## src/rtl/tempsens_pkg.sv

```systemverilog
// Shared types and default sizing for the temperature-sensor scheduler.
package tempsens_pkg;
  localparam int DEF_CNT_W   = 28;
  localparam int DEF_DATA_W  = 12;
  localparam int DEF_TIMEOUT = 1_000_000;

  typedef enum logic [1:0] {
    ST_IDLE,
    ST_START,
    ST_WAIT,
    ST_CAPTURE
  } state_e;
endpackage

```

## src/rtl/tempsens_sched_tick_gen.sv

```systemverilog
// Period counter: registered one-cycle tick every max(period,2) cycles while enabled.
module tick_gen
  import tempsens_pkg::*;
#(
  parameter int CNT_W = DEF_CNT_W
) (
  input  logic             clk,
  input  logic             reset_n,
  input  logic             enable,
  input  logic [CNT_W-1:0] period,
  output logic             tick
);
  logic [CNT_W-1:0] r_cnt;
  logic             r_tick;
  logic [CNT_W-1:0] w_last;
  logic             w_hit;

  // periods below 2 are clamped so the counter always has a distinct wrap point
  assign w_last = (period < CNT_W'(2)) ? CNT_W'(1) : period - CNT_W'(1);
  assign w_hit  = (r_cnt == w_last);

  always_ff @(posedge clk or negedge reset_n) begin
    if (!reset_n) begin
      r_cnt  <= '0;
      r_tick <= 1'b0;
    end else if (!enable) begin
      r_cnt  <= '0;
      r_tick <= 1'b0;
    end else begin
      r_tick <= w_hit;
      r_cnt  <= w_hit ? '0 : r_cnt + CNT_W'(1);
    end
  end

  // a tick already in flight is suppressed if enable drops that cycle
  assign tick = r_tick & enable;
endmodule

```

## src/rtl/tempsens_sched.sv

```systemverilog
// Conversion scheduler: coalesces periodic/manual requests, drives the sensor
// handshake with a timeout, and tracks sticky error and overrun counts.
module tempsens_sched
  import tempsens_pkg::*;
#(
  parameter int CNT_W   = DEF_CNT_W,
  parameter int DATA_W  = DEF_DATA_W,
  parameter int TIMEOUT = DEF_TIMEOUT
) (
  input  logic              clk,
  input  logic              reset_n,
  input  logic              enable,
  input  logic [CNT_W-1:0]  period,
  input  logic              manual_req,
  input  logic              clear_err,
  output logic              sensor_start,
  input  logic              sensor_done,
  input  logic [DATA_W-1:0] sensor_data,
  output logic [DATA_W-1:0] temp_out,
  output logic              temp_valid,
  output logic              busy,
  output logic              timeout_err,
  output logic [7:0]        overrun_cnt
);
  localparam int TO_W = (TIMEOUT > 1) ? $clog2(TIMEOUT) : 1;
  localparam logic [TO_W-1:0] TO_LAST = TO_W'(TIMEOUT - 1);

  state_e            r_state, w_state_nxt;
  logic              r_pending;
  logic [TO_W-1:0]   r_to_cnt;
  logic [DATA_W-1:0] r_temp;
  logic              r_terr;
  logic [7:0]        r_ovr;

  logic w_tick, w_req, w_enter_start, w_to_evt;

  tick_gen #(.CNT_W(CNT_W)) u_tick (
    .clk     (clk),
    .reset_n (reset_n),
    .enable  (enable),
    .period  (period),
    .tick    (w_tick)
  );

  assign w_req         = w_tick | manual_req;
  assign w_enter_start = (r_state == ST_IDLE) & r_pending;

  always_comb begin
    w_state_nxt = r_state;
    w_to_evt    = 1'b0;
    case (r_state)
      ST_IDLE:    if (r_pending) w_state_nxt = ST_START;
      ST_START:   w_state_nxt = ST_WAIT;
      ST_WAIT: begin
        // done takes priority over a timeout landing on the same cycle
        if (sensor_done) begin
          w_state_nxt = ST_CAPTURE;
        end else if (r_to_cnt == TO_LAST) begin
          w_state_nxt = ST_IDLE;
          w_to_evt    = 1'b1;
        end
      end
      ST_CAPTURE: w_state_nxt = ST_IDLE;
      default:    w_state_nxt = ST_IDLE;
    endcase
  end

  always_ff @(posedge clk or negedge reset_n) begin
    if (!reset_n) begin
      r_state   <= ST_IDLE;
      r_pending <= 1'b0;
      r_to_cnt  <= '0;
      r_temp    <= '0;
    end else begin
      r_state <= w_state_nxt;
      if (w_enter_start)   r_pending <= 1'b0;
      else if (w_req)      r_pending <= 1'b1;
      r_to_cnt <= (r_state == ST_WAIT) ? r_to_cnt + TO_W'(1) : '0;
      if (r_state == ST_WAIT && sensor_done) r_temp <= sensor_data;
    end
  end

  // a request landing while one is still queued is lost and counted
  always_ff @(posedge clk or negedge reset_n) begin
    if (!reset_n) begin
      r_terr <= 1'b0;
      r_ovr  <= '0;
    end else if (clear_err) begin
      r_terr <= 1'b0;
      r_ovr  <= '0;
    end else begin
      if (w_to_evt) r_terr <= 1'b1;
      if (w_req && r_pending && r_ovr != 8'hFF) r_ovr <= r_ovr + 8'd1;
    end
  end

  assign sensor_start = (r_state == ST_START);
  assign temp_valid   = (r_state == ST_CAPTURE);
  assign busy         = (r_state != ST_IDLE);
  assign temp_out     = r_temp;
  assign timeout_err  = r_terr;
  assign overrun_cnt  = r_ovr;
endmodule

```

## config.mk

```make
export PLATFORM = sky130hd
export DESIGN_NAME = tempsens_sched
export DESIGN_NICKNAME = d
export VERILOG_FILES = /design/src/rtl/tempsens_pkg.sv /design/src/rtl/tempsens_sched_tick_gen.sv /design/src/rtl/tempsens_sched.sv
export SDC_FILE = /design/constraint.sdc
export NUM_CORES = 1
export LEC_CHECK = 0
export CAP_MARGIN = 0
export CORE_UTILIZATION = 55
export CTS_CLUSTER_DIAMETER = 100
export DETAILED_ROUTE_END_ITERATION = 16
export GPL_TIMING_DRIVEN = 0
export PLACE_DENSITY_LB_ADDON = 0.1
export SKIP_LAST_GASP = 1
export SYNTH_ARGS = -nofsm -noshare
export SYNTH_HDL_FRONTEND = slang
export SYNTH_SLANG_ARGS = --single-unit
```

## constraint.sdc

```tcl
create_clock -name clk -period 3.3 [get_ports clk]
set_input_delay 0.495 -clock clk [delete_from_list [all_inputs] [get_ports clk]]
set_output_delay 0.495 -clock clk [all_outputs]
set_load 0.005 [all_outputs]
```

==> qor.txt, run 1 <==
Slew Viols, Final = 0
Period minus WS final = 3210 ps
GPL Wtd Cong = 0.914
post-synth net total = 605
initial DRC count = 250
Synth Warn # = 0
core area = 0.00834 mm^2
capturing point of the worst reg2reg path = u_tick.r_cnt[25]
CTS root buf = clkbuf_8
share of post-route cells with drive strength above 1 = 0.144
origin of the critical flop-to-flop path = u_tick.r_cnt[4]
Port Buf Inserts = 65
P_leak = 2.48 nW
maximum VDD drop = 0.000383 V
total global routing overflow = 0
synthesized area per cell = 8.67 um^2
sequential fraction of the synthesis area = 0.380
crit path capture type = register
H-tree depth = 3
drt pass-1 iters = 5
Clock Path Buffers = 2
Hold Worst Slack = 262 ps
Nets = 691
Worst Path Max Fanout = 7
endpoints failing setup = 0
CP arrival = 3440 ps
largest area contributor in the netlist = dfrtp_1
FF+latch area = 0.00183 mm^2
Setup WS pre-CTS = -1020 ps
Die Wd = 95.5 um
clk sink count = 73
final hold violations = 0
Worst Setup EP = u_tick.r_cnt[0]
clk_lat worst skew = 350 ps
Final WS setup = 92.1 ps
Slew HR = 0.401
P&R area growth vs syn = 26.9%
largest net degree at the start of global routing = 74
multi-input logic area = 0.00297 mm^2
Die ar. = 0.00912 mm^2
vias per cell = 6.10
synth unique cells = 56
vias = 4,582
worst slew pin tran = 899 ps
Starting Density = 0.577
top-area cell type share of the netlist area = 0.380
number of fill cells in the layout = 657
status = complete, no violations
detailed-route wire length = 13.0 mm
setup TNS = 0 ps
TritonCTS Buffers = 9
cell area after synthesis = 0.00481 mm^2
Row Count = 33
top-count cell post-synth = dfrtp_1
min-delay worst type = primary input to asynchronous set/reset pin
Worst Reg-to-Reg Cells = 9
skew final = 13.6 ps
vias in the first global route = 4,414
Data required, critical path = 3530 ps
most instantiated cells after synthesis = dfrtp_1, nor2_1, nand2_1
total of max-cap violations = 0
number of synthesized register bits = 73
first-pass GRT wire length = 20.4 mm
die height = 95.5 um
Top Ports = 70
Final HPWL DP = 9.14 mm
design area = 0.00610 mm^2
EDFF count, synth = 0
reg2reg setup slack = 610 ps
top post-synthesis cells by area = dfrtp_1, xnor2_1, xor2_1
crit share post-route = 0.972
final core occ = 0.732
Max Clock Freq = 312 MHz
TritonCTS clock tree = built
number of cells produced by synthesis = 555
Async SR Flop Fraction = 1.00
DRC = 0
post-route antenna net violation count = 0
DR WL/cell = 17.3 um
Main synth FF type = dfrtp_1
GRT Util Overall = 0.293
# diodes = 0
Setup crit start kind = primary input
CP startpoint = period[2]
Crit Path Class = primary input to register
Worst-path clk slew = 90 ps
Placement Cell Area = 0.00559 mm^2
pwr dens = 414 mW/mm^2
initial antenna violation count = 0
-- critical path, stage by stage --
cell,delay [ps]
clkbuf_1,180
nor4_1,560
nand4_1,270
buf_6,200
or3_1,370
and3_1,200
nor4_1,290
o211ai_1,150
nor4_2,340
buf_4,220
buf_12,120
nor3b_1,40
-- cell families (layout without fill, tap and decap cells) --
group                    count (synthesis)  count (layout)  synth area share
AND/OR/NAND/NOR                        279             279             0.298
flip-flops                              73              73             0.380
XOR/XNOR                                71              71             0.135
AO/OA/AOI/OAI                           69              69             0.101
buffers and inverters                   42             133            0.0362
multiplexers                            17              17            0.0390
adder cells (fa/ha/maj)                  4               4            0.0104
-- flip-flops by register name (all words and copies together) (netlist names) --
name	flops
u_tick.r_tick	1
r_pending	1
temp_out	12
r_to_cnt	20
r_state	2
timeout_err	1
overrun_cnt	8
u_tick.r_cnt	28
-- where the power goes --
| part | switching (W) | leakage (nW) | internal, W |
|---|---|---|---|
| Combinational | 0.000283 | 1.39 | 0.000375 |
| Clock | 0.000354 | 0.114 | 0.000432 |
| Sequential | 0.0000755 | 0.983 | 0.00101 |
| Total | 0.000712 | 2.48 | 0.00182 |
-- final cells by class --
class                      instances  area share
tap                              105      0.0215
clock inverter                     7      0.0164
clock buffer                       9      0.0203
buffer                            25      0.0219
multi-input combinational        440       0.486
inverter                          11     0.00676
timing repair buffer              81       0.128
sequential                        73       0.299
-- cells in the final DEF, fill, tap and decap left out, drive strengths merged, types with 6 or more instances in the layout --
| cell type | instances |
|---|---|
| o2111ai | 6 |
| o21ai | 16 |
| nor2 | 65 |
| dfrtp | 73 |
| or3 | 16 |
| xor2 | 30 |
| nand2 | 59 |
| or4 | 10 |
| and3 | 13 |
| mux2 | 14 |
| clkdlybuf4s50 | 47 |
| nor4 | 22 |
| clkbuf | 28 |
| a21oi | 12 |
| xnor2 | 39 |
| nand4 | 22 |
| dlymetal6s2s | 11 |
| buf | 29 |
| nor3 | 20 |
| nand3 | 31 |
| inv | 13 |
-- metrics by stage --
step	cells	total power, W
3_5_place_dp	725	0.00174
2_1_floorplan	555	0.00139
5_1_grt	751	0.00267
4_1_cts	747	0.00254
3_3_place_gp	725	0.00173
6_report	751	0.00253
-- how the worst min path moves through the flow --
stage / start / endpoint / slack [ps] / depth (start not counted)
CTS: reset_n / overrun_cnt[4] / 310 / 1
floorplan: reset_n / overrun_cnt[0] / 200 / 0
detailed placement: r_to_cnt[0] / r_to_cnt[0] / 480 / 1
finish: reset_n / overrun_cnt[4] / 260 / 1
global placement: r_to_cnt[0] / r_to_cnt[0] / 470 / 1
global route: reset_n / overrun_cnt[4] / 340 / 1
-- metal layers --
metal,part of all wire,global-route usage
met5,0,0
met3,0.083,0.0463
met1,0.41,0.370
met4,0.027,0.117
met2,0.48,0.501
-- what timing repair did --
action | in CTS | in global routing
pin swaps | 7 | 15
resized for setup | 30 | 49
setup buffers | 8 | 6
endpoints found under the setup margin | 29 | 29
endpoints found under the hold margin | 0 | 0
gates cloned | 1 | 1
hold buffers | 0 | 0
No activity file was read; power rests on OpenSTA's default activity.
==> run 2: changes to the inputs <==
- CTS_CLUSTER_SIZE: default -> 25
==> results of run 2 <==
Same layout as run 1: the final DEF is identical, and so are final timing and power.
